<file path="config.mk">
export PLATFORM = sky130hd
export DESIGN_NAME = control_suma
export DESIGN_NICKNAME = d
export VERILOG_FILES = /design/src/rtl/calc_pkg.sv /design/src/rtl/entrada_bcd.sv /design/src/rtl/control_suma.sv
export SDC_FILE = /design/constraint.sdc
export NUM_CORES = 1
export LEC_CHECK = 0
export CORE_MARGIN = 3
export CORE_UTILIZATION = 55
export DETAILED_ROUTE_END_ITERATION = 16
export PLACE_DENSITY = 0.91
export SYNTH_ARGS = -nofsm -noshare
export SYNTH_HDL_FRONTEND = slang
export SYNTH_HIERARCHICAL = 1
export SYNTH_SLANG_ARGS = --single-unit
</file>
<file path="constraint.sdc">
create_clock -name clk -period 3.6 [get_ports clk]
set_input_delay 0.54 -clock clk [delete_from_list [all_inputs] [get_ports clk]]
set_output_delay 0.54 -clock clk [all_outputs]
set_load 0.01 [all_outputs]
</file>
<file path="src/rtl/calc_pkg.sv">
// Shared types and constants for the BCD calculator controller.
// Key codes, FSM state encoding and the default adder timeout.
package calc_pkg;

  typedef enum logic [1:0] {
    INGRESO_A,
    INGRESO_B,
    ESPERA,
    MOSTRAR
  } estado_t;

  localparam logic [3:0] TECLA_SUMA   = 4'hA;
  localparam logic [3:0] TECLA_IGUAL  = 4'hB;
  localparam logic [3:0] TECLA_BORRAR = 4'hC;

  localparam int TIMEOUT_DEF = 15;

  function automatic logic es_digito(input logic [3:0] t);
    return t <= 4'd9;
  endfunction

endpackage

</file>
<file path="src/rtl/entrada_bcd.sv">
// Four-digit BCD shift-in register for operand entry.
// Tracks how many digits are held; full once four are in.
module entrada_bcd (
  input  logic            clk,
  input  logic            rst,
  input  logic            clr,
  input  logic            load,
  input  logic            preload,
  input  logic [3:0]      digit,
  output logic [3:0][3:0] value,
  output logic            full
);

  logic [2:0] count;

  assign full = (count == 3'd4);

  // Shift new digits in from the right until four are held
  always_ff @(posedge clk or posedge rst) begin
    if (rst) begin
      value <= '0;
      count <= '0;
    end else begin
      unique case (1'b1)
        clr: begin
          value <= '0;
          count <= '0;
        end
        preload: begin
          value <= {12'h000, digit};
          count <= 3'd1;
        end
        load && !full: begin
          value <= {value[2:0], digit};
          count <= count + 3'd1;
        end
        default: ;
      endcase
    end
  end

endmodule

</file>
<file path="src/rtl/control_suma.sv">
// Keypad controller for a two-operand BCD adder.
// Collects operands, commands the adder, shows its result.
module control_suma
  import calc_pkg::*;
#(
  parameter int TIMEOUT = TIMEOUT_DEF
) (
  input  logic            clk,
  input  logic            rst,
  input  logic            tecla_valida,
  input  logic [3:0]      tecla,
  input  logic            ent,
  input  logic [3:0][3:0] resultado,
  output logic [3:0][3:0] numero,
  output logic [3:0][3:0] numero_sv,
  output logic            suma,
  output logic            finalizar,
  output logic [3:0][3:0] display,
  output logic            ocupado,
  output logic            error
);

  localparam int TW = $clog2(TIMEOUT + 2);
  localparam logic [TW-1:0] TMAX = TW'(TIMEOUT);

  estado_t         estado_q, estado_d;
  logic [TW-1:0]   tmr_q, tmr_d;
  logic            cargar, limpiar, precargar, lleno;
  logic [3:0][3:0] sv_d, disp_d;
  logic            suma_d, fin_d, err_d;
  logic            k_dig, k_sum, k_igu, k_bor;

  assign k_dig = tecla_valida && es_digito(tecla);
  assign k_sum = tecla_valida && (tecla == TECLA_SUMA);
  assign k_igu = tecla_valida && (tecla == TECLA_IGUAL);
  assign k_bor = tecla_valida && (tecla == TECLA_BORRAR);

  entrada_bcd u_entrada (
    .clk     (clk),
    .rst     (rst),
    .clr     (limpiar),
    .load    (cargar),
    .preload (precargar),
    .digit   (tecla),
    .value   (numero),
    .full    (lleno)
  );

  // State and ESPERA timer register
  always_ff @(posedge clk or posedge rst) begin
    if (rst) begin
      estado_q <= INGRESO_A;
      tmr_q    <= '0;
    end else begin
      estado_q <= estado_d;
      tmr_q    <= tmr_d;
    end
  end

  // Key decode, next state and next output values
  always_comb begin
    estado_d  = estado_q;
    tmr_d     = '0;
    cargar    = 1'b0;
    limpiar   = 1'b0;
    precargar = 1'b0;
    sv_d      = numero_sv;
    disp_d    = display;
    suma_d    = 1'b0;
    fin_d     = 1'b0;
    err_d     = error;
    if (k_bor) begin
      fin_d    = 1'b1;
      limpiar  = 1'b1;
      sv_d     = '0;
      disp_d   = '0;
      err_d    = 1'b0;
      estado_d = INGRESO_A;
    end else begin
      unique case (estado_q)
        INGRESO_A: begin
          unique case (1'b1)
            k_dig: begin
              err_d = 1'b0;
              if (!lleno) begin
                cargar = 1'b1;
                disp_d = {numero[2:0], tecla};
              end
            end
            k_sum: begin
              sv_d     = numero;
              limpiar  = 1'b1;
              disp_d   = '0;
              estado_d = INGRESO_B;
            end
            default: ;
          endcase
        end
        INGRESO_B: begin
          unique case (1'b1)
            k_dig: begin
              err_d = 1'b0;
              if (!lleno) begin
                cargar = 1'b1;
                disp_d = {numero[2:0], tecla};
              end
            end
            k_igu: begin
              suma_d   = 1'b1;
              estado_d = ESPERA;
            end
            default: ;
          endcase
        end
        ESPERA: begin
          // the suma cycle itself (timer 0) never samples ent
          if ((tmr_q != '0) && ent) begin
            disp_d   = resultado;
            estado_d = MOSTRAR;
          end else if (tmr_q == TMAX) begin
            err_d    = 1'b1;
            fin_d    = 1'b1;
            limpiar  = 1'b1;
            sv_d     = '0;
            disp_d   = '0;
            estado_d = INGRESO_A;
          end else begin
            tmr_d = tmr_q + 1'b1;
          end
        end
        MOSTRAR: begin
          unique case (1'b1)
            k_sum: begin
              fin_d    = 1'b1;
              sv_d     = display;
              limpiar  = 1'b1;
              disp_d   = '0;
              estado_d = INGRESO_B;
            end
            k_dig: begin
              fin_d     = 1'b1;
              sv_d      = '0;
              precargar = 1'b1;
              disp_d    = {12'h000, tecla};
              err_d     = 1'b0;
              estado_d  = INGRESO_A;
            end
            default: ;
          endcase
        end
        default: estado_d = INGRESO_A;
      endcase
    end
  end

  // Registered outputs
  always_ff @(posedge clk or posedge rst) begin
    if (rst) begin
      numero_sv <= '0;
      display   <= '0;
      suma      <= 1'b0;
      finalizar <= 1'b0;
      ocupado   <= 1'b0;
      error     <= 1'b0;
    end else begin
      numero_sv <= sv_d;
      display   <= disp_d;
      suma      <= suma_d;
      finalizar <= fin_d;
      ocupado   <= (estado_d == ESPERA);
      error     <= err_d;
    end
  end

endmodule

</file>
Yosys cells after proc, flatten, opt, wreduce, memory -nomap -nowiden
Index checks and enable logic that the tools add are counted.
{"block": "totals", "out_inout_bits": 52, "wordCells": 106, "input_bits": 24, "reg_bits": 62}
{"block": "classes", "n_reduce_logical": 18, "magnitude_cmp": 1, "mux": 49, "addsub": 2, "eq_ne": 17}
{"cell": "$mux 16", "count": 8}
{"cell": "$pmux 16 s2", "count": 3}
{"cell": "$pmux 16 s3", "count": 2}
{"cell": "$pmux 16 s4", "count": 1}
{"cell": "$mux 1", "count": 20}
{"cell": "$mux 5", "count": 4}
{"cell": "$eq 4x4->1 const B", "count": 3}
{"cell": "$ne 3x3->1 const B", "count": 4}
{"cell": "$ne 4x4->1 const B", "count": 3}
{"cell": "$mux 2", "count": 5}
{"cell": "$pmux 3 s3", "count": 1}
{"cell": "$pmux 2 s4", "count": 1}
{"cell": "$eq 2x2->1 const B", "count": 3}
{"cell": "$logic_and 1x1->1", "count": 6}
{"cell": "$pmux 1 s2", "count": 3}
{"cell": "$reduce_or 2->1", "count": 3}
{"cell": "$add 5x1->5 const B", "count": 1}
{"cell": "$eq 5x4->1 const B", "count": 1}
{"cell": "$reduce_and 5->1", "count": 1}
{"cell": "$reduce_bool 5->1", "count": 1}
{"cell": "$le 4x4->1 const B", "count": 1}
{"cell": "$pmux 2 s2", "count": 1}
{"cell": "$reduce_and 4->1", "count": 1}
{"cell": "$reduce_bool 4->1", "count": 1}
{"cell": "9 further kinds", "count": 9}

Depth between registers and ports, before layout
Gate-level depths: netlist (run 1).
{"block": "logic_depth", "word_depth": 7, "depth_mapped": 10, "depth_no_buf": 9}

Cells and area by module
The synthesis (run 1) kept the hierarchy.
{"module": "control_suma", "seq_area_each_um2": 1076.0, "area_each_um2": 2580.0, "cells_per_inst": 289, "n_inst": 1}
{"module": "entrada_bcd", "seq_area_each_um2": 475.5, "area_each_um2": 904.6, "cells_per_inst": 91, "n_inst": 1}

Least setup slack after synthesis (run 1)
Ideal clock, no wire load.
{"block": "synth_path", "path_type": "in2reg", "from": "in tecla[2]", "to": "reg u_entrada/value[10] in the netlist's numbering", "setup_time_ns": 0.074, "t_required_ns": 3.526, "slack_ns": 1.273, "arrival_time_ns": 2.253, "n_path_buf": 4, "cell_stages": 10, "cell_sequence": "buf_2 nand3b_1 or2_0 clkbuf_1 clkbuf_1 o21ai_0 nor2_4 buf_4 nand2_1 o21ai_2"}
{"block": "synth_between", "word_cells_on_any_way": 18, "classes_between": "1 x order compare; 2 x eq/ne; 10 x mux; 5 x reduce/logical"}
{"item": "from (decl)", "line_no": "control_suma.sv:11", "text": "input logic [3:0] tecla,"}
{"item": "$eq 4x4->1", "line_no": "control_suma.sv:34", "text": "assign k_sum = tecla_valida && (tecla == TECLA_SUMA);"}
{"item": "$logic_and 1x1->1", "line_no": "control_suma.sv:34"}
{"item": "$mux 1", "line_no": "control_suma.sv:82, control_suma.sv:132"}
{"item": "$pmux 1 s2", "line_no": "control_suma.sv:80", "text": "unique case (estado_q)"}
{"item": "$mux 1 *", "line_no": "control_suma.sv:72", "text": "if (k_bor) begin"}
{"item": "net limpiar", "line_no": "control_suma.sv:28", "text": "logic cargar, limpiar, precargar, lleno;"}
{"item": "$pmux 16 s3 / $reduce_bool 3->1 (equally long branches)"}
{"item": "to (signal assigned)", "line_no": "entrada_bcd.sv:30", "text": "value <= {12'h000, digit};"}
{"item": "to (signal assigned)", "line_no": "entrada_bcd.sv:34", "text": "value <= {value[2:0], digit};"}
{"item": "to (decl)", "line_no": "entrada_bcd.sv:10", "text": "output logic [3:0][3:0] value,"}
Mark *: on every way through the listed nets, which the timed path passes. The rest lies on a longest branch.
A chain may end at the register's enable or synchronous reset.

Worst setup path after layout (run 1)
{"block": "layout_path", "from": "in tecla[1]", "to": "reg u_entrada/value[0] in the netlist's numbering"}
{"block": "layout_between", "elab_chain_cells": 7, "word_cells_on_any_way": 18, "classes_between": "1 x order compare; 2 x eq/ne; 10 x mux; 5 x reduce/logical"}
{"item": "$le 4x4->1", "line_no": "calc_pkg.sv:19", "text": "return t <= 4'd9;"}
{"item": "$logic_and 1x1->1", "line_no": "control_suma.sv:33", "text": "assign k_dig = tecla_valida && es_digito(tecla);"}
{"item": "$mux 1", "line_no": "control_suma.sv:100", "text": "unique case (1'b1)"}
{"item": "$mux 1"}
{"item": "$mux 1 *", "line_no": "control_suma.sv:72"}
{"item": "net cargar", "line_no": "control_suma.sv:28"}
{"item": "$logic_and 1x1->1 *", "line_no": "entrada_bcd.sv:33", "text": "load && !full: begin"}
{"item": "$pmux 16 s3 / $reduce_bool 3->1 (equally long branches)"}
Marked as above.

==> results of run 1 <==
## final timing paths
kind	end	depth (start not counted)
min in group asynchronous	u_entrada/value[6]	2
worst max register to register	u_entrada/value[0]	8
worst min-delay path	numero_sv[3]	2
worst min register to register	numero_sv[3]	2
max in group asynchronous	u_entrada/count[0]	2
worst max-delay path	u_entrada/value[0]	8
## state kept, by name (all words and copies together) (netlist names)
signal,cells
numero_sv,16
u_entrada/value,16
tmr_q,5
error,1
u_entrada/count,3
finalizar,1
ocupado,1
estado_q,2
display,16
suma,1
## layer usage
metal / wire length [um] / GRT usage / vias up
li1: - / - / 1502
met1: 4310 / 0.404 / 1606
met3: 723 / 0.0538 / 28
met2: 4730 / 0.430 / 183
met4: 253 / 0.112 / 0
met5: 0 / 0 / -
## worst max-delay path, stage by stage
cell and delay [ns]:
sky130_fd_sc_hd__clkdlybuf4s50_1 0.62, sky130_fd_sc_hd__o21ai_2 0.34, sky130_fd_sc_hd__nand2_1 0.16, sky130_fd_sc_hd__nor3_1 0.29
sky130_fd_sc_hd__a21boi_4 0.21, sky130_fd_sc_hd__buf_4 0.37, sky130_fd_sc_hd__o21ai_0 0.19, sky130_fd_sc_hd__o41ai_1 0.11
## kinds of logic after synthesis
logic type,count (synthesis),share of synthesized area
multiplexers,16,0.0460
AO/OA/AOI/OAI,112,0.231
adder cells (fa/ha/maj),9,0.0323
flip-flops,62,0.445
buffers and inverters,49,0.0636
XOR/XNOR,2,0.00503
AND/OR/NAND/NOR,130,0.177
## per-stage QoR
| stage | instances | power (uW) |
|---|---|---|
| CTS | 529 | 4010 |
| finish | 529 | 4050 |
| floorplan | 380 | 2550 |
| global route | 529 | 4310 |
| detailed placement | 513 | 3420 |
| global placement | 513 | 3340 |
## layout make-up
cell class	count	area share
Inverter	23	0.0194
Tap cell	75	0.0211
Sequential cell	62	0.349
Timing Repair Buffer	84	0.184
Clock inverter	3	0.00394
Multi-Input combinational cell	269	0.385
Clock buffer	13	0.0380
## synth_stat cells (2+ instances only)
cell type                   instances  area, um2
sky130_fd_sc_hd__nand3b_1           2       15.0
sky130_fd_sc_hd__o2bb2ai_1         12        105
sky130_fd_sc_hd__and3_1             4       25.0
sky130_fd_sc_hd__o21ai_2           11       96.3
sky130_fd_sc_hd__inv_1             23       86.3
sky130_fd_sc_hd__nand2_1           50        188
sky130_fd_sc_hd__and2_1             4       25.0
sky130_fd_sc_hd__a221oi_1           4       35.0
sky130_fd_sc_hd__buf_4              2       15.0
sky130_fd_sc_hd__buf_6              3       33.8
sky130_fd_sc_hd__nand3_1           18       90.1
sky130_fd_sc_hd__a22oi_1           13       97.6
sky130_fd_sc_hd__nor2_1            27        101
sky130_fd_sc_hd__nand4_1            3       18.8
sky130_fd_sc_hd__a221o_1            3       30.0
sky130_fd_sc_hd__clkbuf_1          14       52.6
sky130_fd_sc_hd__a21oi_1           21        105
sky130_fd_sc_hd__nor2b_1            6       37.5
sky130_fd_sc_hd__a41o_1             2       20.0
sky130_fd_sc_hd__xor2_1             2       17.5
sky130_fd_sc_hd__dfrtp_1           62       1550
sky130_fd_sc_hd__ha_1               9        113
sky130_fd_sc_hd__a211oi_1           2       15.0
sky130_fd_sc_hd__mux2i_1           16        160
sky130_fd_sc_hd__o21ai_0           27        135
sky130_fd_sc_hd__nor3_1             7       35.0
sky130_fd_sc_hd__a31oi_1            2       12.5
sky130_fd_sc_hd__buf_2              6       30.0
sky130_fd_sc_hd__o41ai_1            4       35.0
## where the power goes
group / internal, uW / switching [uW] / leakage, uW
registers: 992 / 325 / 0.000805
clock network: 304 / 263 / 0.0000954
logic: 990 / 1170 / 0.000970
total: 2290 / 1760 / 0.00187
==> impl_summary.txt, run 1 <==
----------------------------------------------------
[Critical path]
  Critical path arrival ... 2.84 ns
  Critical Path Start Type ... primary input
  Minimum setup slack among reg-to-reg paths ... 1.14 ns
  Crit. Startpoint ... tecla[1]
  Category of the most critical setup path ... in -> reg
  CP required ... 3.82 ns
  Reg-to-reg startpoint ... estado_q[0]
  CP endpoint kind ... flip-flop
  Max FO, Critical Path ... 36

[Power and ir drop]
  VDD IR max ... 611 uV
  Power density normalized to cell area ... 910 nW/um2
  Leak Pwr ... 0.00187 uW

[Synthesis]
  Flip-flop and latch count after synthesis ... 62
  Number of enable flip-flop cells after synthesis ... 0
  Cell count after synthesis ... 380
  Fraction of registers with async set or reset after synthesis ... 1.00
  Number of warnings reported in the yosys synthesis log ... 6
  Distinct cell type count of the synthesized netlist ... 50
  Portion of the post-synthesis area used by sequential elements ... 0.445
  Cell area after synthesis ... 3480 um2
  Average size of a mapped cell ... 9.17 um2
  Most used flip-flop cell after synthesis ... sky130_fd_sc_hd__dfrtp_1
  Syn_nets ... 413

[Timing]
  Remaining max-slew budget at the tightest pin ... 0.235
  Period utilization ... 0.728
  Unrepaired setup endpoints after global routing ... false
  Setup violation total in the final timing report ... 0
  Top achievable clock speed ... 382 MHz
  Final hold vios ... 0
  Final Max Slew Viols ... 0
  Skew final ... 0.00759 ns
  Final critical-path setup slack ... 0.980 ns
  Total negative setup slack ... 0 ns
  Final Critical Period ... 2.62 ns
  Slew @ Worst Pin ... 1.14 ns
  Worst hold margin ... 0.504 ns

[Place]
  Area of placed instances ... 4260 um2
  Pre-CTS setup slack ... 0.775 ns
  Routability cong. ... 0.969
  HPWL after DPL ... 6910 um
  Count of port buffers added during placement ... 75

[CTS]
  Master cell of the clock root buffer ... sky130_fd_sc_hd__clkbuf_8
  Number of hold buffers added after CTS ... 0
  Post-CTS Resized ... 0
  Post-CTS setup buffers ... 0
  Insertion delay of the later-clocked pin in the worst-skew pair ... 0.34 ns
  Longest Clk Path Bufs ... 2
  Total clock buffers created by CTS ... 9
  H-tree level count ... 3
  Clock transition at the registers of the reported paths ... 0.07 ns
  CTS sink cnt ... 62
  Clock tree from TritonCTS ... yes

[Global route]
  Number of antenna violations at the first check in global routing ... 0
  Total global routing track utilization ... 0.284
  First-pass GRT wire length ... 16100 um
  Grt total ovfl ... 0
  Number of global-route vias before repair ... 3131
  Maximum number of pins on one net before global-route repair ... 44

[Floorplanning]
  Starting utilization of the core area ... 0.578
  Total number of placement rows ... 28
  Area of the die ... 7330 um2
  Horizontal die dimension ... 85.6 um
  Number of top-level pins ... 76
  Area inside the core boundary ... 6030 um2
  Die outline height ... 85.6 um

[Layout]
  Area of combinational cells with multiple inputs ... 1710 um2
  Layout cells sized above 1 ... 0.0925
  Highest-count cells in the layout ignoring fill and taps ... 75 x sky130_fd_sc_hd__clkdlybuf4s50_1, 62 x sky130_fd_sc_hd__dfrtp_1, 50 x sky130_fd_sc_hd__nand2_1, 27 x sky130_fd_sc_hd__o21ai_0, 27 x sky130_fd_sc_hd__nor2_1
  Number of diodes ... 0
  Fraction of the core area covered by cells at the end of the flow ... 0.738
  Non-Filler Cell Area, Final ... 4450 um2
  Net total in the final layout ... 482
  Area taken by flip-flops and latches ... 1550 um2
  Count of filler cells inserted in the layout ... 465
  Area added between synthesis and finish ... 27.6%
  Commonest non-fill, non-tap cell in the layout ... sky130_fd_sc_hd__clkdlybuf4s50_1

[Routing]
  Average via count per standard cell ... 6.27
  First-pass DRT Iterations ... 6
  Routed vias ... 3319
  Iter 0 DRT Violations ... 404
  Wire length per cell after detailed routing ... 18.9 um
  Total wire length ... 10000 um
  Total DRC errors in the routed layout ... 0
  Detail Route Antenna Nets ... 0

[Worst hold path]
  Hold/Removal Path Class ... reg -> reg
  Hold path startpoint ... numero_sv[3]

[Outcome]
  Outcome ... completed

[Job]
  Maximum Capacitance Violations ... 0

----------------------------------------------------
No activity file was read; power rests on OpenSTA's default activity.
==> run 2, diff against run 1 <==
CORE_UTILIZATION = 46   (was 55)
PLACE_DENSITY = 0.82   (was 0.91)
clock period = 2.12 ns   (was 3.6 ns; I/O delays follow)
==> impl_summary.txt, run 2 (synthesis gave the netlist of run 1 again) <==
----------------------------------------------------
[Outcome]
  Outcome ... completed

[Routing]
  Total wire length ... 10300 um (+3.2%)
  Routed vias ... 3306 (-0.39%)
  Average via count per standard cell ... 5.59 (-11%)
  Detail Route Antenna Nets ... 0 (unchanged)
  Total DRC errors in the routed layout ... 0 (unchanged)
  Wire length per cell after detailed routing ... 17.5 um (-7.6%)
  Iter 0 DRT Violations ... 280 (-31%)
  First-pass DRT Iterations ... 5 (-1)

[Timing]
  Setup violation total in the final timing report ... 0 (unchanged)
  Total negative setup slack ... 0 ns (unchanged)
  Skew final ... 0.00854 ns (+0.000955 ns)
  Unrepaired setup endpoints after global routing ... false
  Worst hold margin ... 0.352 ns (-0.152 ns)
  Final Critical Period ... 2.01 ns
  Period utilization ... 0.950
  Final critical-path setup slack ... 0.105 ns (-0.874 ns)
  Remaining max-slew budget at the tightest pin ... 0.520 (+0.285)
  Slew @ Worst Pin ... 0.719 ns (-0.424 ns)
  Top achievable clock speed ... 496 MHz
  Final hold vios ... 0 (unchanged)
  Final Max Slew Viols ... 0 (unchanged)

[CTS]
  CTS sink cnt ... 62 (unchanged)
  Clock tree from TritonCTS ... yes
  Longest Clk Path Bufs ... 2 (unchanged)
  H-tree level count ... 3 (unchanged)
  Insertion delay of the later-clocked pin in the worst-skew pair ... 0.35 ns (about the same)
  Total clock buffers created by CTS ... 9 (unchanged)
  Clock transition at the registers of the reported paths ... 0.08 ns (about the same)
  Master cell of the clock root buffer ... sky130_fd_sc_hd__clkbuf_8

[Floorplanning]
  Number of top-level pins ... 76 (unchanged)
  Horizontal die dimension ... 93.0 um (+8.7%)
  Die outline height ... 93.0 um (+8.7%)
  Area inside the core boundary ... 7290 um2 (+21%)
  Total number of placement rows ... 31 (+11%)
  Area of the die ... 8660 um2 (+18%)
  Starting utilization of the core area ... 0.478 (-0.100)

[Critical path]
  Instance count on the critical path ... 9 (+1)
  Critical path arrival ... 2.25 ns (-0.59 ns)
  Cell family contributing the most delay on the critical path ... simple AND/OR/NAND/NOR gates
  Worst path bufs/invs ... 1 (-1)
  Critical Path Start Type ... flip-flop
  CP required ... 2.35 ns (-1.47 ns)
  Critical path's largest stage delay ... 0.44 ns (-0.18 ns)
  Max FO, Critical Path ... 10 (-72%)
  CP endpoint kind ... flip-flop
  Category of the most critical setup path ... reg -> reg
  Slowest cell on the critical path ... sky130_fd_sc_hd__dfrtp_1
  Depth of the worst register-to-register path ... 9 (+1)
  Critical Path, Cell by Cell ... ha_4 -> nand4b_4 -> or3_4 -> o21a_1 -> o21ai_4 -> nor2_4 -> buf_4 -> nand2_1 -> o21ai_2

[Global route]
  Maximum number of pins on one net before global-route repair ... 44 (unchanged)
  Total global routing track utilization ... 0.242 (-0.0419)
  Number of global-route vias before repair ... 3157 (+0.83%)
  Number of antenna violations at the first check in global routing ... 0 (unchanged)
  First-pass GRT wire length ... 16400 um (+1.4%)
  Grt total ovfl ... 0 (unchanged)

[Layout]
  Area of combinational cells with multiple inputs ... 1780 um2 (+4.1%)
  Net total in the final layout ... 520 (+7.9%)
  Area taken by flip-flops and latches ... 1550 um2 (unchanged)
  Fraction of the core area covered by cells at the end of the flow ... 0.683 (-0.0549)
  Count of filler cells inserted in the layout ... 561 (+21%)
  Layout cells sized above 1 ... 0.187 (+0.0945)
  Commonest non-fill, non-tap cell in the layout ... sky130_fd_sc_hd__clkdlybuf4s50_1
  Highest-count cells in the layout ignoring fill and taps ... 75 x sky130_fd_sc_hd__clkdlybuf4s50_1, 62 x sky130_fd_sc_hd__dfrtp_1, 50 x sky130_fd_sc_hd__nand2_1, 37 x sky130_fd_sc_hd__buf_4
  Number of diodes ... 0 (unchanged)
  Registers with the highest flip-flop counts ... display x16, numero_sv x16, u_entrada/value x16
  Area added between synthesis and finish ... 43.0%

[Power and ir drop]
  Reported net switching power ... 3130 uW (+78%)
  Clock network fraction of design power ... 0.150 (+0.010)
  Switching portion of total power ... 0.410 (-0.0247)
  Proportion of power drawn by combinational gates ... 0.554 (+0.020)
  Leak Pwr ... 0.00214 uW (+14%)
  VDD IR max ... 643 uV (+5.2%)
  Power density normalized to cell area ... 1530 nW/um2 (+68%)
  Fraction of power consumed by sequential logic ... 0.296 (-0.029)
  Cell internal pwr ... 4500 uW (+97%)

[Place]
  HPWL after DPL ... 7490 um (+8.3%)
  Routability cong. ... 0.959 (-1.0%)
  Count of port buffers added during placement ... 75 (unchanged)
  Pre-CTS setup slack ... -0.138 ns (-0.913 ns)

[Job]
  Maximum Capacitance Violations ... 0 (unchanged)

[Worst hold path]
  Hold/Removal Path Class ... in -> async

----------------------------------------------------
[run 2: changes by cell type in the layout (fill, tap and decap cells not counted), sizes merged]
cell / change
clkinv: +1
clkbuf: -2
bufinv: +2
buf: +37
[run 2: layout make-up]
cell class | instances | area share
multi-input cells | 269 | 0.358
clock inverters | 6 | 0.0173
inverters | 23 | 0.0173
well taps | 99 | 0.0249
flip-flops and latches | 62 | 0.311
clock buffers | 10 | 0.0256
repair buffers | 122 | 0.246
[run 2: repair_timing]
item,4_1_cts,5_1_grt
resized for setup,0,14
hold buffers,0,0
setup buffers,0,4
endpoints found under the setup margin,0,34
endpoints found under the hold margin,0,0
[run 2: per-stage QoR]
stage | cell area [um2] | total power, uW | instances
2_1_floorplan | 3490 | 4350 | 380
3_3_place_gp | 4650 | 6130 | 570
4_1_cts | 4860 | 7450 | 586
5_1_grt | 4980 | 8120 | 591
3_5_place_dp | 4650 | 6280 | 570
6_report | 4980 | 7630 | 591
[run 2: path summary, 6_finish.rpt]
path / startpoint / end / slack, ns
max in group asynchronous: rst / u_entrada/count[2] / 1.25
worst min register to register: numero_sv[6] / numero_sv[6] / 0.51
worst max-delay path: tmr_q[0] / u_entrada/value[9] / 0.11
worst min-delay path: rst / display[7] / 0.35
worst max register to register: tmr_q[0] / u_entrada/value[9] / 0.11
min in group clk: numero_sv[6] / numero_sv[6] / 0.51
[run 2: worst register-to-register path: stages, from the launching register on]
cell,delay (ns)
sky130_fd_sc_hd__dfrtp_1,0.44
sky130_fd_sc_hd__ha_4,0.19
sky130_fd_sc_hd__nand4b_4,0.15
sky130_fd_sc_hd__or3_4,0.40
sky130_fd_sc_hd__o21a_1,0.15
sky130_fd_sc_hd__o21ai_4,0.18
sky130_fd_sc_hd__nor2_4,0.11
sky130_fd_sc_hd__buf_4,0.15
sky130_fd_sc_hd__nand2_1,0.07
sky130_fd_sc_hd__o21ai_2,0.06
[run 2: per-layer routing]
metal	track usage	up-vias	wire length (um)
li1	-	1578	-
met1	0.334	1581	4430
met2	0.377	129	5040
met3	0.0571	18	653
met4	0.0781	0	208
met5	0	-	0
[run 2: power by group through the flow]
stage	sequential, uW	clock [uW]	combinational [uW]
final	2260	1150	4220
after global routing	2320	1200	4600
after detailed placement	2240	0	4040
after CTS	2220	1150	4070
after global placement	2220	0	3910
after floorplan	2270	0	2080
==> run 3, diff against run 2 <==
CORE_MARGIN = 2   (was 3)
SLEW_MARGIN = 20   (was unset)
==> impl_summary.txt, run 3 (synthesis gave the netlist of run 1 again) <==
----------------------------------------------------
[Outcome]
  Outcome ... completed

[Critical path]
  CP endpoint ... u_entrada/count[2]
  Critical path arrival ... 2.28 ns (+0.03 ns)
  Depth of the worst register-to-register path ... 8 (-1)
  Critical Path, Cell by Cell ... ha_1 -> nand4b_2 -> or3_4 -> o21a_1 -> o21ai_4 -> nor2_4 -> o21ai_0 -> o22ai_1
  Slowest cell on the critical path ... sky130_fd_sc_hd__or3_4
  Category of the most critical setup path ... reg -> reg
  Critical Path Start Type ... flip-flop
  Crit. Startpoint ... tmr_q[0]
  Reg2reg end ... u_entrada/count[2]
  Critical path's largest stage delay ... 0.41 ns (-0.03 ns)
  Instance count on the critical path ... 8 (-1)
  Cell family contributing the most delay on the critical path ... simple AND/OR/NAND/NOR gates
  Worst path bufs/invs ... 0 (-1)
  CP required ... 2.35 ns (about the same)
  Minimum setup slack among reg-to-reg paths ... 0.07 ns (-0.03 ns)
  Max FO, Critical Path ... 14 (+4)
  CP endpoint kind ... flip-flop
  Reg-to-reg startpoint ... tmr_q[0]

[Place]
  Count of port buffers added during placement ... 75 (unchanged)
  Area of placed instances ... 4670 um2 (+0.54%)
  Routability cong. ... 0.888 (-7.4%)
  HPWL after DPL ... 7580 um (+1.2%)

[Global route]
  Grt total ovfl ... 0 (unchanged)
  Maximum number of pins on one net before global-route repair ... 44 (unchanged)
  Total global routing track utilization ... 0.259 (+0.0174)
  Number of antenna violations at the first check in global routing ... 0 (unchanged)
  Number of global-route vias before repair ... 3298 (+4.5%)
  First-pass GRT wire length ... 16900 um (+3.5%)

[Layout]
  Non-Filler Cell Area, Final ... 4920 um2 (-1.3%)
  Commonest non-fill, non-tap cell in the layout ... sky130_fd_sc_hd__clkdlybuf4s50_1
  Net total in the final layout ... 520 (unchanged)
  Layout cells sized above 1 ... 0.179 (-0.00813)
  Count of filler cells inserted in the layout ... 592 (+5.5%)
  Fraction of the core area covered by cells at the end of the flow ... 0.675 (-0.00875)
  Registers with the highest flip-flop counts ... display x16, numero_sv x16, u_entrada/value x16
  Area added between synthesis and finish ... 41.1%
  Highest-count cells in the layout ignoring fill and taps ... 75 x sky130_fd_sc_hd__clkdlybuf4s50_1, 62 x sky130_fd_sc_hd__dfrtp_1, 50 x sky130_fd_sc_hd__nand2_1, 40 x sky130_fd_sc_hd__buf_4
  Number of diodes ... 0 (unchanged)

[Timing]
  Remaining max-slew budget at the tightest pin ... 0.501 (-0.0189)
  Top achievable clock speed ... 488 MHz (-1.7%)
  Final Critical Period ... 2.05 ns (+0.0342 ns)
  Setup violation total in the final timing report ... 0 (unchanged)
  Final hold vios ... 0 (unchanged)
  Period utilization ... 0.966 (+0.0161)
  Skew final ... 0.00490 ns (-0.00364 ns)
  Slew @ Worst Pin ... 0.747 ns (+0.0283 ns)
  Final Max Slew Viols ... 0 (unchanged)

[Routing]
  First-pass DRT Iterations ... 5 (unchanged)
  Total DRC errors in the routed layout ... 0 (unchanged)
  Total wire length ... 10500 um (+1.4%)
  Detail Route Antenna Nets ... 0 (unchanged)
  Wire length per cell after detailed routing ... 17.7 um (+1.4%)
  Routed vias ... 3430 (+3.8%)
  Average via count per standard cell ... 5.80 (+3.8%)
  Iter 0 DRT Violations ... 318 (+14%)

[Power and ir drop]
  Leak Pwr ... 0.00210 uW (-1.5%)
  Cell internal pwr ... 4440 uW (-1.2%)
  Power density normalized to cell area ... 1530 nW/um2 (+0.25%)
  Reported net switching power ... 3100 uW (-0.81%)
  Proportion of power drawn by combinational gates ... 0.549 (-0.005)
  Clock network fraction of design power ... 0.151 (about the same)
  VDD IR max ... 709 uV (+10%)
  Switching portion of total power ... 0.411 (+0.000928)
  Fraction of power consumed by sequential logic ... 0.300 (+0.004)

[Floorplanning]
  Die outline height ... 91.0 um (-2.1%)
  Horizontal die dimension ... 91.0 um (-2.1%)
  Area of the die ... 8290 um2 (-4.3%)
  Area inside the core boundary ... 7290 um2 (unchanged)
  Number of top-level pins ... 76 (unchanged)
  Total number of placement rows ... 31 (unchanged)
  Starting utilization of the core area ... 0.478 (unchanged)

[CTS]
  Total clock buffers created by CTS ... 9 (unchanged)
  Clock transition at the registers of the reported paths ... 0.07 ns (about the same)
  Clock tree from TritonCTS ... yes
  Longest Clk Path Bufs ... 2 (unchanged)
  Post-CTS setup buffers ... 0 (unchanged)
  Master cell of the clock root buffer ... sky130_fd_sc_hd__clkbuf_8
  H-tree level count ... 3 (unchanged)
  CTS sink cnt ... 62 (unchanged)
  Number of hold buffers added after CTS ... 0 (unchanged)
  Insertion delay of the later-clocked pin in the worst-skew pair ... 0.34 ns (about the same)

[Job]
  Maximum Capacitance Violations ... 0 (unchanged)

[Worst hold path]
  Hold/Removal Path Class ... in -> async

----------------------------------------------------
## run 3: cell types whose count changed in the layout (fill, tap and decap cells not counted), sizes merged
cell,delta
buf,+1
clkbuf,-1
clkinv,+1
inv,-1
## run 3: what timing repair did
item                                    CTS  global route
endpoints found under the setup margin    3            31
endpoints found under the hold margin     0             0
gates resized for setup                   1             8
## run 3: per-layer routing
| layer | wire [um] | GRT usage | vias up |
|---|---|---|---|
| met5 | 0 | 0 | - |
| met4 | 185 | 0.117 | 0 |
| met3 | 648 | 0.0456 | 19 |
| met2 | 5080 | 0.396 | 166 |
| met1 | 4570 | 0.361 | 1672 |
| li1 | - | - | 1573 |
## run 3: how the worst min path moves through the flow
stage | to | slack (ns) | cells after the start
global route | display[3] | 0.38 | 3
CTS | display[13] | 0.35 | 3
detailed placement | tmr_q[0] | 0.50 | 1
finish | tmr_q[0] | 0.34 | 3
floorplan | u_entrada/count[0] | 0.27 | 1
global placement | tmr_q[0] | 0.47 | 1
## run 3: cell type report
cell class	instances	area, um2	share of cell area
multi-input combinational	269	1750	0.356
sequential	62	1550	0.315
timing repair buffer	122	1190	0.242
clock buffer	10	128	0.0259
tap	99	124	0.0252
clock inverter	6	86.3	0.0176
inverter	23	86.3	0.0176
## run 3: power groups by stage
stage          logic, uW  registers (uW)  clock network [uW]
2_1_floorplan       2080            2270                   0
3_3_place_gp        3900            2230                   0
3_5_place_dp        4010            2260                   0
4_1_cts             4060            2240                1150
5_1_grt             4510            2320                1200
6_report            4140            2270                1140
## run 3: worst reg2reg max path: stages (launching register included)
cell,delay [ns]
sky130_fd_sc_hd__dfrtp_1,0.40
sky130_fd_sc_hd__ha_1,0.25
sky130_fd_sc_hd__nand4b_2,0.19
sky130_fd_sc_hd__or3_4,0.41
sky130_fd_sc_hd__o21a_1,0.16
sky130_fd_sc_hd__o21ai_4,0.20
sky130_fd_sc_hd__nor2_4,0.12
sky130_fd_sc_hd__o21ai_0,0.11
sky130_fd_sc_hd__o22ai_1,0.10
## run 3: stage by stage
| step | setup WS (ns) | TNS [ns] | instances | hold WS, ns | power (uW) |
|---|---|---|---|---|---|
| 2_1_floorplan | 0.0197 | 0 | 380 | 0.269 | 4350 |
| 3_3_place_gp | -0.169 | -3.88 | 575 | 0.471 | 6130 |
| 3_5_place_dp | -0.173 | -4.78 | 575 | 0.496 | 6270 |
| 4_1_cts | 0.0233 | 0 | 591 | 0.347 | 7450 |
| 5_1_grt | -0.0289 | -0.0392 | 591 | 0.379 | 8030 |
| 6_report | 0.0713 | 0 | 591 | 0.343 | 7550 |
